==> config.mk <==
export PLATFORM = sky130hd
export DESIGN_NAME = hazard_forward_unit
export DESIGN_NICKNAME = d
export VERILOG_FILES = /design/src/rtl/pipe_pkg.sv /design/src/rtl/fwd_match.sv /design/src/rtl/hazard_forward_unit.sv
export SDC_FILE = /design/constraint.sdc
export NUM_CORES = 1
export LEC_CHECK = 0
export CORE_ASPECT_RATIO = 0.7
export CORE_MARGIN = 1.5
export CORE_UTILIZATION = 45
export DETAILED_ROUTE_END_ITERATION = 10
export DONT_BUFFER_PORTS = 1
export HOLD_SLACK_MARGIN = 0.12
export PLACE_DENSITY_LB_ADDON = 0.3
export SLEW_MARGIN = 20
export SYNTH_ARGS = -nofsm -noshare
export SYNTH_HDL_FRONTEND = slang
export SYNTH_SLANG_ARGS = --single-unit
==> constraint.sdc <==
create_clock -name clk -period 1.9 [get_ports clk]
set_input_delay 0.19 -clock clk [delete_from_list [all_inputs] [get_ports clk]]
set_output_delay 0.19 -clock clk [all_outputs]
set_load 0.02 [all_outputs]
==> src/rtl/pipe_pkg.sv <==
// Shared types for the decode-stage hazard/forwarding controller.
//   stage_info_t : per-stage shadow of {valid, rd, reg_write, mem_read}
//   FWD_*        : ALU operand MUX2x4 select encoding (3 is never driven)
package pipe_pkg;

    localparam int unsigned RF_AW = 5;
    localparam int unsigned SEL_W = 2;

    typedef logic [SEL_W-1:0] fwd_sel_t;

    localparam fwd_sel_t FWD_RF    = 2'd0;
    localparam fwd_sel_t FWD_EXMEM = 2'd1;
    localparam fwd_sel_t FWD_MEMWB = 2'd2;

    typedef struct packed {
        logic             valid;
        logic [RF_AW-1:0] rd;
        logic             reg_write;
        logic             mem_read;
    } stage_info_t;

    localparam stage_info_t STAGE_BUBBLE = '0;

endpackage

==> src/rtl/fwd_match.sv <==
// Combinational forwarding source selection for one ALU operand.
//   rs     : source register index of the decode instruction
//   use_rs : decode instruction actually reads rs
//   ex_q   : shadow of the instruction currently in EX
//   mem_q  : shadow of the instruction currently in MEM
//   sel_c  : FWD_RF / FWD_EXMEM / FWD_MEMWB
module fwd_match
    import pipe_pkg::*;
(
    input  logic [RF_AW-1:0] rs,
    input  logic             use_rs,
    input  stage_info_t      ex_q,
    input  stage_info_t      mem_q,
    output fwd_sel_t         sel_c
);

    // A load in EX has no data yet; that case is covered by the stall, and the
    // re-evaluated instruction then picks the load up from MEM/WB.
    always_comb begin
        sel_c = FWD_RF;
        if (use_rs && (rs != '0)) begin
            if (ex_q.valid && ex_q.reg_write && !ex_q.mem_read && (ex_q.rd == rs)) begin
                sel_c = FWD_EXMEM;
            end else if (mem_q.valid && mem_q.reg_write && (mem_q.rd == rs)) begin
                sel_c = FWD_MEMWB;
            end
        end
    end

endmodule

==> src/rtl/hazard_forward_unit.sv <==
// Decode-stage hazard/forwarding controller for the 5-stage RV32I pipeline.
//   clk, rst_n       : clock, synchronous active-low reset
//   id_*             : decode-stage instruction fields
//   flush            : branch/jump redirect, kills the decode instruction
//   stall            : hold PC and IF/ID on load-use (combinational)
//   ex_bubble        : ID/EX loads a NOP this edge (combinational)
//   fwd_a_sel/_b_sel : registered operand MUX selects, valid while instr is in EX
//   stall_cnt        : saturating count of stall cycles
module hazard_forward_unit
    import pipe_pkg::*;
#(
    parameter int unsigned REG_AW = 5,
    parameter int unsigned CNT_W  = 16
) (
    input  logic              clk,
    input  logic              rst_n,
    input  logic              id_valid,
    input  logic [REG_AW-1:0] id_rs1,
    input  logic [REG_AW-1:0] id_rs2,
    input  logic              id_use_rs1,
    input  logic              id_use_rs2,
    input  logic [REG_AW-1:0] id_rd,
    input  logic              id_reg_write,
    input  logic              id_mem_read,
    input  logic              flush,
    output logic              stall,
    output logic              ex_bubble,
    output logic [1:0]        fwd_a_sel,
    output logic [1:0]        fwd_b_sel,
    output logic [CNT_W-1:0]  stall_cnt
);

    stage_info_t      ex_q, mem_q, wb_q;
    stage_info_t      ex_d, mem_d, wb_d;
    fwd_sel_t         fwd_a_sel_q, fwd_a_sel_d;
    fwd_sel_t         fwd_b_sel_q, fwd_b_sel_d;
    logic [CNT_W-1:0] stall_cnt_q, stall_cnt_d;

    logic [RF_AW-1:0] rs1_c, rs2_c, rd_c;
    fwd_sel_t         fwd_a_c, fwd_b_c;
    logic             rs1_hit_c, rs2_hit_c;
    logic             stall_c, bubble_c;
    logic             unused_wb_c;

    assign rs1_c = RF_AW'(id_rs1);
    assign rs2_c = RF_AW'(id_rs2);
    assign rd_c  = RF_AW'(id_rd);

    fwd_match u_fwd_a (
        .rs     (rs1_c),
        .use_rs (id_use_rs1),
        .ex_q   (ex_q),
        .mem_q  (mem_q),
        .sel_c  (fwd_a_c)
    );

    fwd_match u_fwd_b (
        .rs     (rs2_c),
        .use_rs (id_use_rs2),
        .ex_q   (ex_q),
        .mem_q  (mem_q),
        .sel_c  (fwd_b_c)
    );

    // Load-use detection, bubble insertion and next-state for all registers.
    always_comb begin
        rs1_hit_c   = 1'b0;
        rs2_hit_c   = 1'b0;
        stall_c     = 1'b0;
        bubble_c    = 1'b0;
        ex_d        = STAGE_BUBBLE;
        mem_d       = ex_q;
        wb_d        = mem_q;
        fwd_a_sel_d = FWD_RF;
        fwd_b_sel_d = FWD_RF;
        stall_cnt_d = stall_cnt_q;

        rs1_hit_c = id_use_rs1 && (rs1_c == ex_q.rd);
        rs2_hit_c = id_use_rs2 && (rs2_c == ex_q.rd);

        // flush kills the decode instruction, so it can never cause a stall
        stall_c  = id_valid && !flush && ex_q.valid && ex_q.mem_read &&
                   (ex_q.rd != '0) && (rs1_hit_c || rs2_hit_c);
        bubble_c = stall_c || flush || !id_valid;

        if (!bubble_c) begin
            ex_d.valid     = 1'b1;
            ex_d.rd        = rd_c;
            ex_d.reg_write = id_reg_write;
            ex_d.mem_read  = id_mem_read;
            fwd_a_sel_d    = fwd_a_c;
            fwd_b_sel_d    = fwd_b_c;
        end

        if (stall_c && (stall_cnt_q != '1)) begin
            stall_cnt_d = stall_cnt_q + CNT_W'(1);
        end
    end

    always_ff @(posedge clk) begin
        if (!rst_n) begin
            ex_q        <= STAGE_BUBBLE;
            mem_q       <= STAGE_BUBBLE;
            wb_q        <= STAGE_BUBBLE;
            fwd_a_sel_q <= FWD_RF;
            fwd_b_sel_q <= FWD_RF;
            stall_cnt_q <= '0;
        end else begin
            ex_q        <= ex_d;
            mem_q       <= mem_d;
            wb_q        <= wb_d;
            fwd_a_sel_q <= fwd_a_sel_d;
            fwd_b_sel_q <= fwd_b_sel_d;
            stall_cnt_q <= stall_cnt_d;
        end
    end

    // Regfile is write-before-read, so WB is kept for debug visibility only.
    assign unused_wb_c = ^wb_q;

    assign stall     = stall_c;
    assign ex_bubble = bubble_c;
    assign fwd_a_sel = fwd_a_sel_q;
    assign fwd_b_sel = fwd_b_sel_q;
    assign stall_cnt = stall_cnt_q;

endmodule
==> results.ini, run 1 <==
[routing]
drtAntennaViolNets = 0
dr.pass1.iters = 4
via_per_inst = 5.71
totalWireLength_um = 4410
wl_per_cell_um = 15.9
drc_errors = 0
vias = 1581
drtIter0Drc = 119

[sta]
skew_ns = 0.00344
finalHoldViolations = 0
worst_pin_slew_ns = 0.668
clock.fmax_mhz = 525
period_minus_slack_ns = 1.90
fin_crit_sh_pct = 100
slew_headroom_pct = 55.5
rsz0062_at_grt = yes
slew_violations = 0
finalSetupViolCount = 1
post-route-worst-setup-slack_ns = -0.00483

[worst_setup_path]
reg2reg_slack_ns = 0.02
crit_chain = or4_4 > o2111ai_4 > buf_6 > nor2_4 > buf_6
crit_buf_inv = 2
crit_family = simple AND/OR/NAND/NOR gates
rr_endpoint = stall_cnt[8]$_SDFFE_PN0P_
arrival_ns = 1.71
required_ns = 1.71
crit_cells = 5
cp_max_fo = 4
critPathKind = reg2out
slowest_delay_ns = 0.55
r2r-start = ex_q[4]$_SDFF_PP0_
end_kind = output pin
worstRegToRegCells = 6
crit_path_frequent_cell = buf_6
critPathLaunchType = flip-flop
cpMaxStageDelayCell = or4_4

[floorplanning]
num_rows = 18
num_io_pins = 45
initial_core_util_pct = 47.7
core-area_um2 = 3560
dieArea_um2 = 4160
fp.dieW_um = 76.4
fp.dieH_um = 54.4

[worst_hold_path]
min_delay_worst_endpoint = fwd_a_sel[0]$_SDFF_PP0_
worstHoldPathCells = 2
worstHoldPathType = in2reg
hp-start = rst_n

[clock_network]
numCtsBuffers = 5
clk_path_buf_depth = 2
cts_num_sinks = 35
clockRootBuffer = clkbuf_8
cts.clk_slew.worst_paths_ns = 0.07
clk_latency_ns = 0.28
cts_max_level = 2
cts_tree = done

[logic_synthesis]
synth_xor_xnor_area_share_pct = 10.3
synth_compound_area_share_pct = 12.1
yosysTopAreaCellShare_pct = 41.2
syn_inst = 185
syn_avg_cell_area_um2 = 9.18
synth_area_leaders = dfxtp_1, xor2_1, and3_1
syn-num-nets = 209
synth.distinct_cells = 41
synth_edf_count = 0
synth_top_family_by_area = simple AND/OR/NAND/NOR gates
synthMuxAreaShare_pct = 2.95
synth_top_cell_by_area = dfxtp_1
synth_area_um2 = 1700
synth-simple-area-share_pct = 30.1
ys.flop_type = dfxtp_1
async_flop_share_pct = 0
synth_seq_area_share_pct = 41.2
ys_ff_latch = 35
yosys_warnings = 0
synthAdderAreaFrac_pct = 0.736

[final_layout]
final_nets = 250
layout-drive-gt1-share_pct = 21.6
design_area_um2 = 2290
area_growth_syn_to_layout_pct = 34.7
num_antenna_cells = 0

[global_route]
antenna_found_initial = 0
overflow = 0
grt.total_usage_pct = 21.5
grt_pass1_vias = 1381
grt_max_degree = 29
grt_pass1_wl_um = 6730

[placement]
place.gp.congestion = 0.829
dp_hpwl_um = 2980
numPortBuffers = 0
postPlaceCellArea_um2 = 1890

[pwr]
p_leak_nw = 0.883
p_total_w = 0.00146
p_per_area_nw_per_um2 = 636
peakVddDrop_mv = 0.316

[flow_run]
max_cap_viol_count = 0

[run_status]
violations = setup timing
status = finished with violations

[area by class of cell]
class	instances	area (um2)
Fill cell	316	1270
Clock buffer	7	96.3
Multi-Input combinational cell	140	1020
Timing Repair Buffer	41	380
Tap cell	50	62.6
Inverter	3	13.8
Clock inverter	1	7.51
Sequential cell	35	709
[Yosys cell counts, drive strengths merged, types with 3 or more instances]
cell	n
or4	8
o31ai	3
dfxtp	35
nand4	4
nor4	4
a21oi	8
o21ai	4
and4	3
nor3	6
nand3	9
buf	4
nand2	13
nand2b	7
mux2i	5
o311ai	3
and2	7
and3	12
xnor2	7
o41ai	4
or3	3
clkbuf	3
xor2	13
nor2	3
[worst register-to-register path: cells and delay by family, from the launching register on]
kind	cells	cell delay, ns
AND/OR/NAND/NOR	2	0.73
AO/OA/AOI/OAI	2	0.36
flip-flops	1	0.35
buffers and inverters	1	0.21
XOR/XNOR	1	0.17
[power by group]
| part | switching (W) | internal [W] |
|---|---|---|
| clock | 0.000274 | 0.000330 |
| combinational | 0.0000498 | 0.0000531 |
| sequential | 0.00000844 | 0.000740 |
[layout by cell type (no fill, tap or decap), drive strengths merged, types with 4 or more instances in the layout]
cell type and count:
clkbuf 7, xnor2 7, mux2i 5, nand4 4, dfxtp 35, nor3 6, nor4 4, nand2b 7
or4 8, nand3 9, o41ai 4, nand2 13, a21oi 8, xor2 13, o21ai 4, and3 12
dlygate4sd3 19, buf 21, and2 7
[kinds of logic after synthesis]
group,Yosys count
adders and majority gates,1
buffers and inverters,10
AOI/OAI and AO/OA,29
muxes,5
xor gates and xnor gates,20
DFF,35
and+or+nand+nor,85
[metal layers]
| metal | wire length [um] | up-vias | global-route usage, % |
|---|---|---|---|
| met3 | 424 | 5 | 6.00 |
| met2 | 1920 | 73 | 33.3 |
| li1 | - | 768 | - |
| met4 | 40 | 0 | 8.33 |
| met1 | 2030 | 735 | 28.9 |
| met5 | 0 | - | 0 |
[sequential cells by signal, summed over array words and instances (netlist names)]
register and count:
ex_q 8, fwd_a_sel 2, fwd_b_sel 2, mem_q 7, stall_cnt 16
[worst max-delay path by stage]
stage	from	endpoint
3_3_place_gp	ex_q[5]$_SDFF_PP0_	stall_cnt[10]$_SDFFE_PN0P_
5_1_grt	ex_q[4]$_SDFF_PP0_	stall_cnt[10]$_SDFFE_PN0P_
2_1_floorplan	stall_cnt[0]$_SDFFE_PN0P_	stall_cnt[10]$_SDFFE_PN0P_
6_report	ex_q[3]$_SDFF_PP0_	stall
4_1_cts	ex_q[4]$_SDFF_PP0_	stall
3_5_place_dp	ex_q[2]$_SDFF_PP0_	stall_cnt[15]$_SDFFE_PN0P_
[metrics by stage]
stage	TNS [ns]	setup slack (ns)	hold WS, ns	util (%)	instances
4_1_cts	-0.0250	-0.0228	0.121	63.5	277
3_3_place_gp	0	0.0407	0.320	53.2	248
2_1_floorplan	0	0.0900	0.340	-	185
3_5_place_dp	-0.0131	-0.00697	0.322	53.2	248
5_1_grt	-0.369	-0.0675	0.145	64.3	277
6_report	-0.00483	-0.00483	0.124	64.3	277
[timing repair]
item,in CTS,in global routing
pin swaps,4,5
buffers inserted,1,0
hold buffers,20,0
endpoints found under the setup margin,7,13
cloned,0,0
gates resized for setup,13,9
endpoints found under the hold margin,25,0
(Power assumes the default switching activity.)
==> inputs of run 2 (changes only) <==
- CORE_MARGIN: 1.5 -> default
==> run 2 against run 1 <==
Net effect:
- the run still ends with setup timing left
- first-iteration DRC count shrank 24%
- sequential power is essentially flat
- cell area shrank 0.60%
- flip-flop and latch count is the same
- clock-buffer cell count shrank 2
- setup slack lost 0.089 ns
- die area shrank 3.1%
- utilization shrank 0.39 points
- routed wire length grew 1.6%
- clock power grew 11%
- critical path depth grew 1
- critical endpoint is now ex_bubble
==> results.ini, run 2 (synthesized netlist as in run 1, its figures left out) <==
[run_status]
status = finished with violations  ; unchanged
violations = setup timing  ; unchanged

[global_route]
grt_max_degree = 31  ; was 29
grt_pass1_vias = 1408  ; was 1381
overflow = 0  ; unchanged
grt.total_usage_pct = 23.2  ; was 21.5%
grt_pass1_wl_um = 6670  ; was 6730 um
antenna_found_initial = 0  ; unchanged

[floorplanning]
num_rows = 18  ; unchanged
fp.dieW_um = 75.4  ; was 76.4 um
core-area_um2 = 3560  ; unchanged
initial_core_util_pct = 47.7  ; unchanged
fp.dieH_um = 53.4  ; was 54.4 um
num_io_pins = 45  ; unchanged
dieArea_um2 = 4030  ; was 4160 um2

[worst_setup_path]
critPathLaunchType = flip-flop  ; unchanged
cp_max_fo = 30  ; was 4
critPathKind = reg2out  ; unchanged
required_ns = 1.71  ; about the same
end_kind = output pin  ; unchanged
arrival_ns = 1.80  ; was 1.71 ns

[sta]
finalHoldViolations = 0  ; unchanged
period_minus_slack_ns = 1.99  ; was 1.90 ns
fin_crit_sh_pct = 105  ; was 100%
tns_ns = -0.106  ; was -0.00483 ns
slew_headroom_pct = 54.0  ; was 55.5%
rsz0062_at_grt = yes  ; unchanged
finalSetupViolCount = 2  ; was 1
post-route-worst-setup-slack_ns = -0.0938  ; was -0.00483 ns
holdWs_ns = 0.124  ; about the same
clock.fmax_mhz = 502  ; was 525 MHz
worst_pin_slew_ns = 0.690  ; was 0.668 ns
slew_violations = 0  ; unchanged
skew_ns = 0.00456  ; was 0.00344 ns

[final_layout]
num_antenna_cells = 0  ; unchanged
layout-drive-gt1-share_pct = 19.9  ; was 21.6%
fillers = 312  ; was 316
final_nets = 249  ; was 250
mostFrequentLayoutCells = dfxtp_1, buf_4, dlygate4sd3_1, xor2_1, and3_1  ; was dfxtp_1, dlygate4sd3_1, buf_4, xor2_1
area_growth_syn_to_layout_pct = 33.9  ; was 34.7%
final_common_cell = dfxtp_1  ; unchanged
largest_reg_flops = 16  ; unchanged
design_area_um2 = 2270  ; was 2290 um2

[placement]
place.gp.congestion = 0.840  ; was 0.829
postPlaceCellArea_um2 = 1870  ; was 1890 um2
numPortBuffers = 0  ; unchanged
pre_cts_ws_ns = 0.0308  ; was -0.00697 ns
dp_hpwl_um = 3040  ; was 2980 um

[clock_network]
cts_max_level = 2  ; unchanged
clk_latency_ns = 0.29  ; was 0.28 ns
cts.clk_slew.worst_paths_ns = 0.07  ; about the same
cts_num_sinks = 35  ; unchanged
clockRootBuffer = clkbuf_8  ; unchanged
numCtsBuffers = 5  ; unchanged
cts_tree = done  ; unchanged
clk_path_buf_depth = 2  ; unchanged

[pwr]
p_per_area_nw_per_um2 = 670  ; was 636 nW/um2
p_leak_nw = 0.889  ; was 0.883 nW
p_total_w = 0.00152  ; was 0.00146 W
peakVddDrop_mv = 0.434  ; was 0.316 mV

[routing]
dr.pass1.iters = 4  ; unchanged
drc_errors = 0  ; unchanged
vias = 1592  ; was 1581
wl_per_cell_um = 16.2  ; was 15.9 um
via_per_inst = 5.77  ; was 5.71
totalWireLength_um = 4480  ; was 4410 um
drtAntennaViolNets = 0  ; unchanged
drtIter0Drc = 90  ; was 119

[flow_run]
max_cap_viol_count = 0  ; unchanged

[worst_hold_path]
worstHoldPathType = in2reg  ; unchanged

-- run 2: cell count changes in the layout (fill, tap and decap cells not counted), moves of 2 or more --
cell      previous run  this run
clkbuf_8             7         5
buf_6                2         0
dfxtp_2              4         2
buf_4               18        20
a21oi_1              6         8
a21oi_2              2         0
dfxtp_1             30        33
-- run 2: metal layers --
layer,track usage [%],up-vias,wire length [um],share of wire (%)
met5,0,-,0,0
met3,8.57,6,340,7.6
met2,33.3,46,2090,47
met1,31.5,773,2010,45
li1,-,767,-,-
met4,7.72,0,47,1.0
-- run 2: power breakdown --
group          internal [W]  total, W  switching [W]
Sequential         0.000741  0.000750     0.00000901
Combinational     0.0000542  0.000105      0.0000511
Clock              0.000390  0.000668       0.000277
-- run 2: final cells by class --
type,count,area [um2],area share (%)
clock buffers,5,68.8,3.03
clock inverters,3,43.8,1.93
inverters,3,16.3,0.715
multi-input cells,140,1020,44.7
flip-flops and latches,35,703,30.9
well taps,50,62.6,2.75
repair buffers,40,363,16.0
-- run 2: what timing repair did --
| action | in CTS | in global routing |
|---|---|---|
| gates resized for setup | 8 | 9 |
| hold buffers | 19 | 0 |
| endpoints found under the hold margin | 25 | 0 |
| setup endpoints to repair | 2 | 15 |
| pin swaps | 2 | 3 |
| setup buffers | 1 | 3 |
-- run 2: final timing paths --
check | from | cells past startpoint | slack (ns) | to
setup / recovery | ex_q[4]$_SDFF_PP0_ | 6 | -0.09 | ex_bubble
hold / removal | rst_n | 2 | 0.12 | fwd_a_sel[0]$_SDFF_PP0_
setup reg to reg | ex_q[4]$_SDFF_PP0_ | 6 | -0.01 | stall_cnt[8]$_SDFFE_PN0P_
hold reg to reg | mem_q[1]$_SDFF_PN0_ | 2 | 0.54 | fwd_b_sel[1]$_SDFF_PP0_
-- run 2: worst max-delay path: stages, from the launching register on --
cell	delay (ns)
dfxtp_1	0.35
xor2_1	0.18
nor3_2	0.27
a32oi_2	0.17
buf_12	0.19
o21a_4	0.24
inv_6	0.09
-- run 2: per-stage QoR --
stage	cells	utilization, %
global placement	245	52.5
CTS	273	62.2
detailed placement	245	52.5
global route	276	63.9
finish	276	63.9
floorplan	185	-
==> inputs of run 3 (changes only) <==
- ABC_AREA: default -> 1
- CORE_UTILIZATION: 45 -> 40
==> run 3 against run 2 <==
Net effect:
- the run now ends clean
- first-iteration DRC count grew to 2.5 times the previous value
- utilization down 13 points
- power decreased by 7.1%
- clock skew increased by 0.0059 ns
- non-clock buffer count is 10 lower
- clock-buffer cell count stayed put
- cell area grew 9.1%
- worst hold slack improved by 0.022 ns
- critical path type unchanged
- largest cell class unchanged
- highest routed layer unchanged
==> results.ini, run 3 <==
[worst_hold_path]
worstHoldPathType = in2reg  ; unchanged
hp-start = flush  ; was rst_n
min_delay_worst_endpoint = fwd_a_sel[0]$_SDFF_PP0_  ; unchanged
worstHoldPathCells = 3  ; was 2

[logic_synthesis]
syn_avg_cell_area_um2 = 7.21  ; was 9.18 um2
synthTopCellsByCount = nand2_1, inv_1, dfxtp_1, nor2_1, nand4_1  ; was dfxtp_1, nand2_1, xor2_1, and3_1, nand3_1
yosysMostFrequentCell = nand2_1  ; was dfxtp_1
synth_edf_count = 0  ; unchanged
ys.flop_type = dfxtp_1  ; unchanged
synth_seq_area_share_pct = 33.4  ; was 41.2%
synth_top_cell_by_area = dfxtp_1  ; unchanged
syn_inst = 291  ; was 185
synth_area_um2 = 2100  ; was 1700 um2
synth_area_leaders = dfxtp_1, nand2_1, nand4_1  ; was dfxtp_1, xor2_1, and3_1
synth.distinct_cells = 33  ; was 41
syn-num-nets = 315  ; was 209
yosys_warnings = 0  ; unchanged
ys_ff_latch = 35  ; unchanged
async_flop_share_pct = 0  ; unchanged
yosysTopAreaCellShare_pct = 33.4  ; was 41.2%

[flow_run]
max_cap_viol_count = 0  ; unchanged

[worst_setup_path]
critPathLaunchType = flip-flop  ; unchanged
cp_max_fo = 12  ; was 30
end_kind = output pin  ; unchanged
critPathKind = reg2out  ; unchanged
r2r-start = stall_cnt[1]$_SDFFE_PN0P_  ; was ex_q[4]$_SDFF_PP0_
required_ns = 1.71  ; about the same
reg2reg_slack_ns = 0.15  ; was -0.01 ns
arrival_ns = 1.58  ; was 1.80 ns
worstRegToRegCells = 7  ; was 6
rr_endpoint = stall_cnt[5]$_SDFFE_PN0P_  ; was stall_cnt[8]$_SDFFE_PN0P_

[clock_network]
clk_path_buf_depth = 2  ; unchanged
numCtsBuffers = 5  ; unchanged
clk_latency_ns = 0.30  ; was 0.29 ns
cts_num_sinks = 35  ; unchanged
cts_max_level = 2  ; unchanged
cts_tree = done  ; unchanged
clockRootBuffer = clkbuf_8  ; unchanged
cts.clk_slew.worst_paths_ns = 0.08  ; was 0.07 ns

[sta]
rsz0062_at_grt = no  ; was yes
post-route-worst-setup-slack_ns = 0.133  ; was -0.0938 ns
worst_pin_slew_ns = 0.555  ; was 0.690 ns
tns_ns = 0  ; was -0.106 ns
fin_crit_sh_pct = 93.0  ; was 105%
finalHoldViolations = 0  ; unchanged
period_minus_slack_ns = 1.77  ; was 1.99 ns
clock.fmax_mhz = 566  ; was 502 MHz
finalSetupViolCount = 0  ; was 2
slew_violations = 0  ; unchanged
slew_headroom_pct = 62.5  ; was 54.0%
skew_ns = 0.0104  ; was 0.00456 ns

[global_route]
grt_pass1_vias = 1727  ; was 1408
antenna_found_initial = 0  ; unchanged
grt.total_usage_pct = 20.3  ; was 23.2%
grt_pass1_wl_um = 8650  ; was 6670 um
overflow = 0  ; unchanged
grt_max_degree = 16  ; was 31

[routing]
drtAntennaViolNets = 0  ; unchanged
dr.pass1.iters = 4  ; unchanged
vias = 1923  ; was 1592
drtIter0Drc = 229  ; was 90
via_per_inst = 4.91  ; was 5.77
wl_per_cell_um = 13.0  ; was 16.2 um
drc_errors = 0  ; unchanged
totalWireLength_um = 5080  ; was 4480 um

[placement]
pre_cts_ws_ns = 0.191  ; was 0.0308 ns
place.gp.congestion = 0.866  ; was 0.840
numPortBuffers = 0  ; unchanged
dp_hpwl_um = 3870  ; was 3040 um
postPlaceCellArea_um2 = 2280  ; was 1870 um2

[final_layout]
final_common_cell = nand2_1  ; was dfxtp_1
num_antenna_cells = 0  ; unchanged
final_nets = 346  ; was 249
design_area_um2 = 2480  ; was 2270 um2
area_growth_syn_to_layout_pct = 18.3  ; was 33.9%
post-route-util_pct = 50.5  ; was 63.9%
layout-drive-gt1-share_pct = 22.9  ; was 19.9%
mostFrequentLayoutCells = nand2_1, inv_1, dfxtp_1, nor2_1, nand4_1  ; was dfxtp_1, buf_4, dlygate4sd3_1, xor2_1, and3_1
largest_reg_flops = 16  ; unchanged

[floorplanning]
core-area_um2 = 4910  ; was 3560 um2
dieArea_um2 = 5540  ; was 4030 um2
num_io_pins = 45  ; unchanged
num_rows = 21  ; was 18
fp.dieW_um = 88.5  ; was 75.4 um
initial_core_util_pct = 42.7  ; was 47.7%
fp.dieH_um = 62.6  ; was 53.4 um

[run_status]
status = completed  ; was finished with violations

[pwr]
p_leak_nw = 1.09  ; was 0.889 nW
peakVddDrop_mv = 0.238  ; was 0.434 mV
p_per_area_nw_per_um2 = 570  ; was 670 nW/um2

## run 3: changes by cell type after synthesis, sizes merged, moves of 7 or more
cell / change
nand2: +70
or4: -8
nor2: +35
nand4: +23
a21oi: +7
inv: +39
nand2b: -7
and3: -12
## run 3: critical path, cell delays in order, from the launching register on
cell and delay (ns):
dfxtp_1 0.44, nor2_1 0.06, nand3_1 0.08, nand4_1 0.09, inv_2 0.24, nand2_2 0.17, inv_1 0.19
## run 3: worst max path at each step
stage / startpoint / endpoint / slack [ns] / cells after the start
after global routing: ex_q[5]$_SDFF_PP0_ / stall / 0.008 / 8
final: ex_q[6]$_SDFF_PP0_ / stall / 0.13 / 6
after floorplan: stall_cnt[0]$_SDFFE_PN0P_ / stall_cnt[10]$_SDFFE_PN0P_ / 0.26 / 7
after global placement: ex_q[3]$_SDFF_PP0_ / stall_cnt[5]$_SDFFE_PN0P_ / 0.24 / 9
after CTS: ex_q[3]$_SDFF_PP0_ / stall / 0.10 / 8
after detailed placement: stall_cnt[0]$_SDFFE_PN0P_ / stall_cnt[5]$_SDFFE_PN0P_ / 0.19 / 7
## run 3: stage by stage
step | std cells | hold WS, ns | total power (W)
after floorplan | 291 | 0.302 | 0.000834
after global placement | 373 | 0.290 | 0.000846
after detailed placement | 373 | 0.293 | 0.000846
after CTS | 392 | 0.143 | 0.00142
after global routing | 392 | 0.153 | 0.00149
final | 392 | 0.146 | 0.00142
## run 3: logic make-up after synthesis
| group | count (synthesis) | synth area share [%] |
|---|---|---|
| xor gates and xnor gates | 17 | 7.10 |
| adders and majority gates | 1 | 0.597 |
| buffers and inverters | 47 | 9.67 |
| and+or+nand+nor | 171 | 42.3 |
| DFF | 35 | 33.4 |
| AOI/OAI and AO/OA | 20 | 6.92 |
## run 3: area by class of cell
cell class | count | area [um2]
Sequential cell | 35 | 703
Timing Repair Buffer | 30 | 248
Clock inverter | 3 | 25.0
Multi-Input combinational cell | 209 | 1200
Inverter | 41 | 154
Tap cell | 69 | 86.3
Fill cell | 508 | 2430
Clock buffer | 5 | 68.8
## run 3: routing by layer
layer,wire [um],share of wire (%),vias up,GRT usage (%)
li1,-,-,1003,-
met1,2580,51,847,31.0
met3,466,9.2,7,5.81
met4,51,1.0,0,6.05
met2,1980,39,66,26.8
met5,0,0,-,0
## run 3: what timing repair did
item,in CTS,in global routing
gates resized for setup,1,2
hold buffers,9,0
pin swaps,1,0
hold endpoints to repair,19,0
setup buffers,2,0
setup endpoints to repair,2,8
## run 3: power by group
group	internal (W)	total [W]	switching, W
sequential	0.000741	0.000748	0.00000760
combinational	0.0000443	0.000102	0.0000572
clock	0.000262	0.000565	0.000303
total	0.00105	0.00142	0.000368
